File: src/rtl/mul_sequencer_if.sv
// Bundle between the MUL/MLA sequencer, the issuing execute stage and the shared ALU.
// The master side issues requests and returns the ALU result; the slave side is the sequencer.
interface mul_sequencer_if #(
  parameter int WIDTH = 32
);
  // request
  logic             start;
  logic             accumulate;
  logic             set_flags;
  logic [WIDTH-1:0] rm_val;
  logic [WIDTH-1:0] rs_val;
  logic [WIDTH-1:0] rn_val;
  // response
  logic             busy;
  logic             done;
  logic [WIDTH-1:0] result;
  logic             n_flag;
  logic             z_flag;
  logic             flags_we;
  // ALU borrow
  logic             alu_sel;
  logic [WIDTH-1:0] alu_a;
  logic [WIDTH-1:0] alu_b;
  logic [31:0]      alu_opcode;
  logic             alu_cin;
  logic [WIDTH-1:0] alu_result;

  modport master (
    output start, accumulate, set_flags, rm_val, rs_val, rn_val, alu_result,
    input  busy, done, result, n_flag, z_flag, flags_we,
    input  alu_sel, alu_a, alu_b, alu_opcode, alu_cin
  );

  modport slave (
    input  start, accumulate, set_flags, rm_val, rs_val, rn_val, alu_result,
    output busy, done, result, n_flag, z_flag, flags_we,
    output alu_sel, alu_a, alu_b, alu_opcode, alu_cin
  );
endinterface

File: src/rtl/mul_sequencer.sv
// ARM MUL/MLA sequencer: radix-2 shift-add on the shared execute ALU, one add per cycle,
// optionally stopping as soon as the remaining multiplier bits are all zero.
module mul_sequencer #(
  parameter int WIDTH      = 32,
  parameter bit EARLY_TERM = 1'b1
) (
  input  logic            clk,
  input  logic            reset,
  mul_sequencer_if.slave  bus
);

  typedef enum logic [1:0] {
    IDLE = 2'd0,
    ITER = 2'd1,
    DONE = 2'd2
  } state_t;

  localparam int          CNT_W      = $clog2(WIDTH);
  localparam logic [31:0] ADD_OPCODE = 32'hE080_0000;  // ADD, register form, ALU op 0100

  state_t           state;
  state_t           state_nxt;
  logic [WIDTH-1:0] acc;
  logic [WIDTH-1:0] mcand;
  logic [WIDTH-1:0] mplier;
  logic [WIDTH-1:0] result_q;
  logic [CNT_W-1:0] iter_cnt;
  logic             s_q;
  logic             last_iter;

  // The final add is the one after which no set multiplier bits remain, or the WIDTH-th add.
  assign last_iter = (EARLY_TERM && ((mplier >> 1) == '0)) ||
                     (iter_cnt == CNT_W'(WIDTH - 1));

  // NOTE: every state/data register is updated with <= so that all flops sample the
  // values from before the edge; mixing in = here would create order-dependent races.
  always_ff @(posedge clk) begin
    if (reset) state <= IDLE;
    else       state <= state_nxt;
  end

  // NOTE: the operand registers are reset too, so an aborted multiply leaves nothing
  // stale visible on result and the flags after reset.
  always_ff @(posedge clk) begin
    if (reset) begin
      acc      <= '0;
      mcand    <= '0;
      mplier   <= '0;
      result_q <= '0;
      iter_cnt <= '0;
      s_q      <= 1'b0;
    end else begin
      case (state)
        IDLE: begin
          if (bus.start) begin
            acc      <= bus.accumulate ? bus.rn_val : '0;
            mcand    <= bus.rm_val;
            mplier   <= bus.rs_val;
            s_q      <= bus.set_flags;
            iter_cnt <= '0;
          end
        end
        ITER: begin
          acc      <= bus.alu_result;
          mcand    <= mcand << 1;
          mplier   <= mplier >> 1;
          iter_cnt <= iter_cnt + 1'b1;
          // Capture the product as DONE is entered so it is valid alongside done.
          if (last_iter) result_q <= bus.alu_result;
        end
        default: ;
      endcase
    end
  end

  // NOTE: every signal written below gets a default first, so no path through the
  // case statement leaves one unassigned and no latch is inferred.
  always_comb begin
    state_nxt      = state;
    bus.busy       = 1'b0;
    bus.done       = 1'b0;
    bus.flags_we   = 1'b0;
    bus.alu_sel    = 1'b0;
    bus.alu_a      = '0;
    bus.alu_b      = '0;
    bus.alu_opcode = '0;
    bus.alu_cin    = 1'b0;

    case (state)
      IDLE: begin
        if (bus.start) state_nxt = ITER;
      end
      ITER: begin
        bus.busy       = 1'b1;
        bus.alu_sel    = 1'b1;
        bus.alu_a      = acc;
        bus.alu_b      = mplier[0] ? mcand : '0;
        bus.alu_opcode = ADD_OPCODE;
        if (last_iter) state_nxt = DONE;
      end
      DONE: begin
        bus.busy     = 1'b1;
        bus.done     = 1'b1;
        bus.flags_we = s_q;
        state_nxt    = IDLE;
      end
      default: state_nxt = IDLE;
    endcase
  end

  assign bus.result = result_q;
  assign bus.n_flag = result_q[WIDTH-1];
  assign bus.z_flag = (result_q == '0);

endmodule
File: src/flat_wrapper.sv
// flat-port wrapper written by rule: the top's interface ports become plain ports
module mul_sequencer_flat 
#(
  parameter int WIDTH      = 32,
  parameter bit EARLY_TERM = 1'b1
)
  (clk, reset, bus_start, bus_accumulate, bus_set_flags, bus_rm_val, bus_rs_val, bus_rn_val, bus_alu_result, bus_busy, bus_done, bus_result, bus_n_flag, bus_z_flag, bus_flags_we, bus_alu_sel, bus_alu_a, bus_alu_b, bus_alu_opcode, bus_alu_cin);
  mul_sequencer_if #(.WIDTH(WIDTH)) bus_i ();
  input  logic clk;
  input  logic reset;
  input wire logic [$bits(bus_i.start)-1:0] bus_start;
  input wire logic [$bits(bus_i.accumulate)-1:0] bus_accumulate;
  input wire logic [$bits(bus_i.set_flags)-1:0] bus_set_flags;
  input wire logic [$bits(bus_i.rm_val)-1:0] bus_rm_val;
  input wire logic [$bits(bus_i.rs_val)-1:0] bus_rs_val;
  input wire logic [$bits(bus_i.rn_val)-1:0] bus_rn_val;
  input wire logic [$bits(bus_i.alu_result)-1:0] bus_alu_result;
  output wire logic [$bits(bus_i.busy)-1:0] bus_busy;
  output wire logic [$bits(bus_i.done)-1:0] bus_done;
  output wire logic [$bits(bus_i.result)-1:0] bus_result;
  output wire logic [$bits(bus_i.n_flag)-1:0] bus_n_flag;
  output wire logic [$bits(bus_i.z_flag)-1:0] bus_z_flag;
  output wire logic [$bits(bus_i.flags_we)-1:0] bus_flags_we;
  output wire logic [$bits(bus_i.alu_sel)-1:0] bus_alu_sel;
  output wire logic [$bits(bus_i.alu_a)-1:0] bus_alu_a;
  output wire logic [$bits(bus_i.alu_b)-1:0] bus_alu_b;
  output wire logic [$bits(bus_i.alu_opcode)-1:0] bus_alu_opcode;
  output wire logic [$bits(bus_i.alu_cin)-1:0] bus_alu_cin;
  assign bus_i.start = bus_start;
  assign bus_i.accumulate = bus_accumulate;
  assign bus_i.set_flags = bus_set_flags;
  assign bus_i.rm_val = bus_rm_val;
  assign bus_i.rs_val = bus_rs_val;
  assign bus_i.rn_val = bus_rn_val;
  assign bus_i.alu_result = bus_alu_result;
  assign bus_busy = bus_i.busy;
  assign bus_done = bus_i.done;
  assign bus_result = bus_i.result;
  assign bus_n_flag = bus_i.n_flag;
  assign bus_z_flag = bus_i.z_flag;
  assign bus_flags_we = bus_i.flags_we;
  assign bus_alu_sel = bus_i.alu_sel;
  assign bus_alu_a = bus_i.alu_a;
  assign bus_alu_b = bus_i.alu_b;
  assign bus_alu_opcode = bus_i.alu_opcode;
  assign bus_alu_cin = bus_i.alu_cin;
  mul_sequencer #(.WIDTH(WIDTH), .EARLY_TERM(EARLY_TERM)) u_core (.clk(clk), .reset(reset), .bus(bus_i));
endmodule
File: config.mk
export PLATFORM = sky130hd
export DESIGN_NAME = mul_sequencer_flat
export DESIGN_NICKNAME = d
export VERILOG_FILES = /design/src/rtl/mul_sequencer_if.sv /design/src/rtl/mul_sequencer.sv /design/src/flat_wrapper.sv
export SDC_FILE = /design/constraint.sdc
export NUM_CORES = 1
export LEC_CHECK = 0
export CAP_MARGIN = 0
export CORE_ASPECT_RATIO = 1.2
export CORE_MARGIN = 1.5
export CORE_UTILIZATION = 30
export CTS_CLUSTER_DIAMETER = 80
export DETAILED_ROUTE_END_ITERATION = 10
export PLACE_DENSITY_LB_ADDON = 0.12
export SYNTH_ARGS = -nofsm -noshare
export SYNTH_HDL_FRONTEND = slang
export SYNTH_SLANG_ARGS = --single-unit
export TNS_END_PERCENT = 1
File: constraint.sdc
create_clock -name clk -period 2.15 [get_ports clk]
set_input_delay 0.43 -clock clk [delete_from_list [all_inputs] [get_ports clk]]
set_output_delay 0.43 -clock clk [all_outputs]
set_load 0.05 [all_outputs]
==> flow_summary.toml, run 1 <==
[detailed_routing]
first_iter_violations = 289
route.detailed.drc = 0
wl_per_cell_um = 17.4
drtPass1Iterations = 4
wl_um = 24700
via_per_inst = 5.10
num_vias = 7234
antenna_left = 0

[synthesis]
synth_area_mm2 = 0.00751
async_flop_share_pct = 0
synthFlopType = "dfxtp_1"
synth_edf_count = 0
ys_types = 43
ys_warn_count = 0
synth.avg_cell_area_um2 = 8.47
synth_seq_area_share_pct = 36.3
synth-seq-cells = 136
synth_cells = 886

[sta]
slew_headroom_pct = 43.7
finalWorstPathRequiredPeriod_ps = 2100
holdWs_ps = 472
finalSetupViolations = 0
slew_viol_final = 0
rsz0062_at_grt = "yes"
fin_skew_ps = 10.7
hold_viol = 0
fmax_mhz = 477
fin_tns_setup_ps = 0
timing.final.crit_share_pct = 97.5
tightest_slew_ps = 844

[cells_and_area]
layout_common_cells = "clkdlybuf4s50_1, dfxtp_1, nor2_1, buf_12, nand2_1"
final_util_pct = 47.7
design_area_mm2 = 0.0118
drive_gt1_share_pct = 21.1
final_common_cell = "clkdlybuf4s50_1"
diodes = 0
multiInputGateArea_mm2 = 0.00433
finalNetCount = 1219
area.sequential_mm2 = 0.00273
area_growth_pct = 56.7
nFillCells = 2362

[place]
post_dp_cell_area_mm2 = 0.0108
hpwlAfterDp_um = 15800
io_buffers = 238
globalplace.congestion = 0.706

[power_and_ir_drop]
seq_power_share_pct = 36.1
p_per_area_mw_per_mm2 = 680
switchingPower_mw = 2.47
ir_worst_vdd_mv = 0.509
pwr-share-clk_pct = 38.2
combPwrFrac_pct = 25.7
p_leak_nw = 4.42
internal-power_mw = 5.53
sw_frac_of_total_pct = 30.9

[floorplan]
die_h_um = 176
fp.dieW_um = 147
core_area_mm2 = 0.0247
io_pins = 268
row_count = 63
start_util_pct = 30.4
die_area_mm2 = 0.0260

[clocking]
clkSinkCount = 136
cts_tree = "yes"
clock_tree.root_cell = "clkbuf_16"
clockBufferDepth = 2
cts_inserted_buffers = 17
clock_latency_ps = 420
path_clk_slew_ps = 60
htree_num_levels = 4

[hold_path]
min_path_type = "reg -> reg"
hold_start = "u_core.s_q"

[critical_path]
path_class = "reg -> out"
path_delay_family = "buffers and inverters"
cp.arrival_ps = 1670
crit_path_top_delay_cell = "clkdlybuf4s50_1"
crit_start = "u_core.bus.result[25]"
critPathMaxFanout = 4
crit_path_max_incr_delay_ps = 840
r2r_start = "u_core.iter_cnt[1]"
path_cells = "clkdlybuf4s50_1"
crit_buf_inv = 1
worstSetupStartpointType = "flip-flop"
cp.required_ps = 1720
crit_path_end_kind = "output port"

[grt]
grt_pass1_wl_um = 38500
overflow = 0
track_usage_pct = 18.6
antenna_found_initial = 0
grt_max_degree = 122
grt_pass1_vias = 6860

[run]
maxCapViolations = 0

[status]
outcome = "complete, no violations"
## sequential cells by signal (all words and copies together) (netlist names)
name and flops:
u_core.acc 32, u_core.state 2, u_core.mplier 32, u_core.iter_cnt 5, u_core.mcand 32, u_core.s_q 1, u_core.bus.result 32
## power by group through the flow
stage                     combinational, mW  clock [mW]  sequential, mW
after floorplan                        1.23           0            2.91
after global placement                 1.88           0            2.94
after detailed placement               1.89           0            2.94
after CTS                              2.05        3.14            2.89
after global routing                   2.22        3.24            2.92
final                                  2.05        3.06            2.89
## worst reg2reg max path: stages (launching register included)
cell,delay (ps)
dfxtp_1,330
ha_1,210
and3_1,190
ha_1,190
buf_4,270
a211o_1,310
a2111oi_2,340
## layer usage
layer	wire, um	track usage (%)	vias to the layer above
met5	0	0	-
met4	207	4.08	0
met3	1600	5.71	11
met2	12000	31.0	193
met1	10900	23.4	3413
li1	-	-	3617
## area by class of cell
class | count | share of cell area [%]
timing repair buffer | 276 | 31.3
tap | 325 | 3.46
clock inverter | 13 | 1.45
clock buffer | 19 | 3.68
inverter | 4 | 0.128
multi-input combinational | 646 | 36.8
sequential | 136 | 23.2
## stage by stage
stage	cells	worst slack (ps)	power, mW
detailed placement	1368	133	4.83
global route	1419	-37.0	8.37
finish	1419	54.7	8.00
CTS	1413	-37.5	8.08
floorplan	914	-17.0	4.14
global placement	1368	189	4.82
## Yosys cell counts (5+ instances only)
master	count	area share, %
o21ai_0	34	2.3
ha_1	5	0.83
nor2_1	104	5.2
dfxtp_1	136	36
nor4_1	8	0.67
a311oi_1	33	3.8
a211oi_1	63	6.3
buf_2	30	2.0
nor3b_1	64	6.4
o311ai_1	30	3.5
and2_1	34	2.8
mux2i_1	62	8.3
nand4_1	6	0.50
nor4_2	7	1.2
a31oi_1	34	2.8
and3_1	34	2.8
clkbuf_1	53	2.6
nand2_1	67	3.3
buf_4	39	3.9
## kinds of logic (layout without fill, tap and decap cells)
group | Yosys count | in the layout | share of synthesized area [%]
xor+xnor | 1 | 1 | 0.117
buf+inv | 132 | 312 | 9.35
other cells | 1 | 29 | 0.0499
fa+ha+maj | 5 | 5 | 0.833
flops | 136 | 136 | 36.3
simple gates | 338 | 338 | 24.2
mux | 64 | 64 | 8.57
compound gates | 209 | 209 | 20.6
## worst paths after layout
| kind | to | slack [ps] | cells after the start |
|---|---|---|---|
| worst max-delay path | bus_result[25] | 50 | 1 |
| worst min-delay path | u_core.s_q | 470 | 2 |
| worst max register to register | u_core.state[0] | 200 | 6 |
| worst min register to register | u_core.s_q | 470 | 2 |
## repair_timing
action                                  4_1_cts  5_1_grt
hold buffers                                  0        0
buffers inserted                              8        5
resized for setup                            14       13
pin swaps                                     2        4
endpoints found under the hold margin         0        0
endpoints found under the setup margin       65       66
gates cloned                                  5        1
Power figures use the tool's default switching activity.
==> run 2: changes to the inputs <==
--- a/config.mk
+++ b/config.mk
@@ -10,6 +10,7 @@
 export CORE_MARGIN = 1.5
 export CORE_UTILIZATION = 30
 export CTS_CLUSTER_DIAMETER = 80
+export CTS_CLUSTER_SIZE = 24
 export DETAILED_ROUTE_END_ITERATION = 10
 export PLACE_DENSITY_LB_ADDON = 0.12
 export SYNTH_ARGS = -nofsm -noshare
==> results of run 2 <==
The final DEF is identical to that of run 1; final timing and power are the same.
